--- src/rtl/instr_fetch.sv ---
// instr_fetch: fetch stage in front of the instruction decoder.
// Owns the fetch PC, issues word reads over a req/ack handshake, buffers the
// returned {imm, instr} words in a small circular prefetch queue and presents
// the head entry to the decoder. Jumps flush the queue and redirect the PC;
// a request already in flight is never withdrawn, and its data is dropped.
//
// Build option: define INSTR_FETCH_PREFETCH_EN to run the queue at QDEPTH
// entries with requests issued ahead of consumption. Without it the queue
// holds a single entry and a new request waits until the head is consumed.
//
// state     | meaning
// ----------+------------------------------------------------------------
// S_IDLE    | no request outstanding; waits for queue space or a jump
// S_REQ     | request to fetch_addr outstanding; data is kept on ack
// S_DISCARD | request outstanding from before a jump; data is dropped

module instr_fetch #(
    parameter logic [15:0] RESET_PC = 16'h0000,
    parameter int          QDEPTH   = 2
) (
    input  logic        clk,
    input  logic        rst,
    output logic        fetch_req,
    output logic [15:0] fetch_addr,
    input  logic        fetch_ack,
    input  logic [31:0] fetch_data,
    output logic [15:0] instr,
    output logic [15:0] imm,
    output logic [15:0] instr_pc,
    output logic        instr_valid,
    input  logic        advance,
    input  logic        jump,
    input  logic [15:0] jump_target
);

`ifdef INSTR_FETCH_PREFETCH_EN
    localparam int DEPTH = (QDEPTH >= 2) ? 2 : 1;
`else
    // without prefetch the queue never grows past one entry
    localparam int DEPTH = (QDEPTH > 1) ? 1 : QDEPTH;
`endif

    localparam logic [1:0] DEPTH_C  = 2'(DEPTH);
    localparam logic       PTR_LAST = 1'(DEPTH - 1);

    typedef enum logic [1:0] {
        S_IDLE,
        S_REQ,
        S_DISCARD
    } state_t;

    typedef struct packed {
        logic [15:0] instr;
        logic [15:0] imm;
        logic [15:0] pc;
    } entry_t;

    state_t      state_q, state_d;
    logic [15:0] pc_q, pc_d;
    logic        req_q, req_d;
    logic [15:0] addr_q, addr_d;
    entry_t      q_mem_q [DEPTH];
    entry_t      q_mem_d [DEPTH];
    logic        head_q, head_d;
    logic        tail_q, tail_d;
    logic [1:0]  count_q, count_d;
    logic [15:0] instr_q, instr_d;
    logic [15:0] imm_q, imm_d;
    logic [15:0] ipc_q, ipc_d;
    logic        valid_q, valid_d;

    logic        push;
    logic        pop;
    logic        space;
    logic [15:0] redirect_pc;
    entry_t      head_e;

    function automatic logic ptr_inc(input logic p);
        return (p == PTR_LAST) ? 1'b0 : ~p;
    endfunction

    // queue bookkeeping, fetch FSM next state and next head outputs
    always_comb begin
        state_d = state_q;
        pc_d    = pc_q;
        req_d   = req_q;
        addr_d  = addr_q;
        q_mem_d = q_mem_q;
        head_d  = head_q;
        tail_d  = tail_q;
        count_d = count_q;

        // only an ack to a live request in S_REQ carries usable data
        push        = (state_q == S_REQ) && fetch_ack && !jump;
        pop         = advance && valid_q && !jump;
        redirect_pc = jump ? jump_target : pc_q;

        if (jump) begin
            head_d  = 1'b0;
            tail_d  = 1'b0;
            count_d = 2'd0;
        end else begin
            if (push) begin
                q_mem_d[tail_q].instr = fetch_data[15:0];
                q_mem_d[tail_q].imm   = fetch_data[31:16];
                q_mem_d[tail_q].pc    = addr_q;
                tail_d                = ptr_inc(tail_q);
            end
            if (pop) begin
                head_d = ptr_inc(head_q);
            end
            if (push && !pop) begin
                count_d = count_q + 2'd1;
            end else if (pop && !push) begin
                count_d = count_q - 2'd1;
            end
        end

        // space is judged after this cycle's push/pop; no request is in flight
        // once we leave S_REQ on an ack, so count alone decides
        space = (count_d < DEPTH_C);

        case (state_q)
            S_IDLE: begin
                if (jump || space) begin
                    state_d = S_REQ;
                    req_d   = 1'b1;
                    addr_d  = redirect_pc;
                    pc_d    = redirect_pc;
                end
            end
            S_REQ: begin
                if (fetch_ack) begin
                    if (jump) begin
                        // acked word is dropped; go straight to the target
                        pc_d   = jump_target;
                        addr_d = jump_target;
                    end else begin
                        pc_d   = pc_q + 16'd1;
                        addr_d = pc_q + 16'd1;
                        if (!space) begin
                            state_d = S_IDLE;
                            req_d   = 1'b0;
                        end
                    end
                end else if (jump) begin
                    state_d = S_DISCARD;
                    pc_d    = jump_target;
                end
            end
            S_DISCARD: begin
                pc_d = redirect_pc;
                if (fetch_ack) begin
                    state_d = S_REQ;
                    addr_d  = redirect_pc;
                end
            end
            default: begin
                state_d = S_IDLE;
                req_d   = 1'b0;
            end
        endcase

        head_e  = q_mem_d[head_d];
        valid_d = (count_d != 2'd0);
        instr_d = valid_d ? head_e.instr : 16'h0000;
        imm_d   = valid_d ? head_e.imm   : 16'h0000;
        ipc_d   = valid_d ? head_e.pc    : 16'h0000;
    end

    // all state and outputs registered; queue storage needs no reset
    always_ff @(posedge clk) begin
        if (rst) begin
            state_q <= S_IDLE;
            pc_q    <= RESET_PC;
            req_q   <= 1'b0;
            addr_q  <= RESET_PC;
            head_q  <= 1'b0;
            tail_q  <= 1'b0;
            count_q <= 2'd0;
            instr_q <= 16'h0000;
            imm_q   <= 16'h0000;
            ipc_q   <= 16'h0000;
            valid_q <= 1'b0;
        end else begin
            state_q <= state_d;
            pc_q    <= pc_d;
            req_q   <= req_d;
            addr_q  <= addr_d;
            head_q  <= head_d;
            tail_q  <= tail_d;
            count_q <= count_d;
            instr_q <= instr_d;
            imm_q   <= imm_d;
            ipc_q   <= ipc_d;
            valid_q <= valid_d;
        end
        q_mem_q <= q_mem_d;
    end

    assign fetch_req   = req_q;
    assign fetch_addr  = addr_q;
    assign instr       = instr_q;
    assign imm         = imm_q;
    assign instr_pc    = ipc_q;
    assign instr_valid = valid_q;

endmodule

--- config.mk ---
export PLATFORM = sky130hd
export DESIGN_NAME = instr_fetch
export DESIGN_NICKNAME = d
export VERILOG_FILES = /design/src/rtl/instr_fetch.sv
export SDC_FILE = /design/constraint.sdc
export NUM_CORES = 1
export LEC_CHECK = 0
export ABC_CLOCK_PERIOD_IN_PS = 3000
export CAP_MARGIN = 0
export CORE_MARGIN = 10
export CORE_UTILIZATION = 54
export DETAILED_ROUTE_END_ITERATION = 7
export PLACE_DENSITY = 0.84
export SYNTH_ARGS = -nofsm -noshare
export SYNTH_HDL_FRONTEND = slang
export SYNTH_SLANG_ARGS = --single-unit
--- constraint.sdc ---
create_clock -name clk -period 3 [get_ports clk]
set_clock_uncertainty 0.05 [all_clocks]
set_input_delay 0.3 -clock clk [delete_from_list [all_inputs] [get_ports clk]]
set_output_delay 0.3 -clock clk [all_outputs]
set_load 0.05 [all_outputs]
==> out/results.txt <==
antenna violations before repair: 0
Critical Path RT: 3.42 ns
Routed WL per cell: 16.9 um
Die Wd: 121 um
post-synthesis register bit count: 134
most common cell in the synthesized netlist: nand2_1
H-tree depth: 4
input/output buffers: 118
Setup Total Neg Slack: 0 ns
syn avg cell area: 8.64 um2
Post-synth top cells: 185 x nand2_1, 134 x dfxtp_1, 37 x nor2b_1, 31 x a21oi_1, 26 x buf_2
Pwr Density: 688 nW/um2
status: complete, no violations
dominant synthesized flop cell: dfxtp_1
Synth area leader: dfxtp_1
Global Route Usage Sum: 0.199
Layout Cells excl Fill: 880
first-pass GRT wire length: 23,600 um
register area share after synthesis: 0.492
grt ovf: 0
clk root buf: clkbuf_8
Final setup viols: 0
antenna cells: 0
largest net degree at the start of global routing: 50
CP max FO: 49
Slew Limit Fails: 0
Initial Util: 0.555
CTS tree: done
Rows: 36
Post-Syn Nets: 685
maximum vdd drop: 0.000468 V
Max-Slew Margin vs Limit: 0.492
# hold bufs at CTS: 0
Reg clk slew, reported paths: 0.06 ns
Period minus WS final: 2.43 ns
RSZ-0062 raised after global routing: false
Reg2Reg Setup Slack: 0.57 ns
number of global-route vias before repair: 4,683
dpl hpwl: 9900 um
P_leak: 2.94 nW
Hold Slack: 0.274 ns
# IOs: 119
Worst Path Arrival: 2.84 ns
Max Freq: 412 MHz
area delta synth->final: 33.6%
Placed Cells: 848
area of the core: 9820 um2
Worst R2R Path Depth: 6
Clock Latency Late Sink: 0.52 ns
Post-CTS Resized: 0
Longest Clk Path Bufs: 2
Final Power: 5.02 mW
gr busiest metal: met2
synth top area cells: dfxtp_1 49%, nand2_1 13%, nor2b_1 4.2%
Mapped Cells: 631
Chip Height: 121 um
hold wc startpoint: fetch_data[5]
yosys synthesis warning count: 0
crit path kind: reg -> reg
Final Hold Viols: 0
initial drt markers: 553
die area: 14,500 um2
CP startpoint kind: register
Hold Path End: q_mem_q[37]
crit path capture type: register
final period utilization: 0.810
max cap viols: 0
met3 usage: 0.0619
drc violations: 0
GRT met2 Usage: 0.339
Hold Path Depth: 3
Final nets: 788
number of CTS-inserted buffers: 17
worst reg2reg startpoint: state_q[0]
library cells used by synthesis: 68
Tightest Pin Transition: 0.754 ns
postcts setup bufs: 0
layout cells sized above 1: 0.0977
EDFF count, synth: 0
drt total wl: 14,900 um
post-route ant nets: 0
met1 GRT Util: 0.224
vias per cell: 5.45
ys async rst share: 0
vias: 4,795
FF-to-FF End: instr[15]
top cell type's share of synthesized area: 0.492
Hold WC Path Type: in -> reg
Syn Std Cell Area: 5450 um2
RePlAce Congestion: 0.949
1st-pass router iterations: 6
FILL cells: 721
clk sinks: 134
-- layout make-up --
type | instances | area [um2] | area share
Clock buffer | 18 | 418 | 0.0573
Sequential cell | 134 | 2680 | 0.368
Timing Repair Buffer | 130 | 1290 | 0.177
Clock inverter | 14 | 186 | 0.0256
Tap cell | 133 | 166 | 0.0228
Multi-Input combinational cell | 441 | 2500 | 0.344
Inverter | 10 | 37.5 | 0.00515
-- placed cells by master, fill, tap and decap left out, types with 8 or more instances in the layout --
cell             Yosys  final
nor2b_4             10     10
a21oi_1             31     31
nand3_1             11     10
nor2_1              16     16
buf_4                1     10
dfxtp_1            134    134
nor3_1              13     13
o211ai_1             8      8
clkbuf_16            0     16
clkdlybuf4s50_1      0    117
o21ai_0             23     23
nand4_1              8      8
nand2_1            185    185
nand2b_1            10     10
nor2b_1             37     37
inv_1               10     10
xnor2_1             10     10
-- state kept, by name (all words and copies together) (netlist names) --
register / cells
count_q: 2
fetch_req: 1
q_mem_q: 48
fetch_addr: 16
imm: 16
instr_pc: 16
instr_valid: 1
pc_q: 16
instr: 16
state_q: 2
-- worst max-delay path, stage by stage, from the launching register on --
cell,delay (ns)
dfxtp_1,0.68
nand3b_1,0.30
buf_4,0.25
o21ai_2,0.06
o21ai_2,0.08
or3_4,0.61
and2b_1,0.30
-- through the flow --
stage / utilization / worst slack, ns / instance area (um2)
finish: 0.742 / 0.571 / 7290
global route: 0.742 / 0.474 / 7290
CTS: 0.742 / 0.642 / 7290
detailed placement: 0.681 / 0.534 / 6680
global placement: 0.681 / 0.586 / 6680
floorplan: - / 1.06 / 5450
-- logic make-up (layout without fill, tap and decap cells) --
kind of cell / count (synthesis) / after routing / share of synthesized area
multiplexers: 5 / 5 / 0.00941
adder cells (fa/ha/maj): 1 / 1 / 0.00229
AO/OA/AOI/OAI: 101 / 101 / 0.124
flip-flops: 134 / 134 / 0.492
buffers and inverters: 56 / 172 / 0.0525
XOR/XNOR: 13 / 13 / 0.0209
AND/OR/NAND/NOR: 321 / 321 / 0.299
-- worst max path at each step --
stage | start | endpoint | slack [ns]
6_report | state_q[0] | instr[15] | 0.57
5_1_grt | state_q[0] | instr_pc[15] | 0.47
4_1_cts | state_q[1] | instr[15] | 0.64
3_5_place_dp | advance | instr[11] | 0.53
3_3_place_gp | advance | instr_pc[15] | 0.59
2_1_floorplan | instr_valid | imm[10] | 1.06
-- metal layers --
metal  up-vias  part of all wire
li1       2320                 -
met1      2201              0.39
met2       244              0.49
met3        30             0.087
met4         0             0.026
met5         -                 0
-- report_power, final --
| group | switching [mW] | internal (mW) | leakage (nW) |
|---|---|---|---|
| Clock | 0.835 | 1.29 | 0.295 |
| Combinational | 0.462 | 0.331 | 1.55 |
| Sequential | 0.107 | 1.99 | 1.10 |
(Power assumes the default switching activity.)
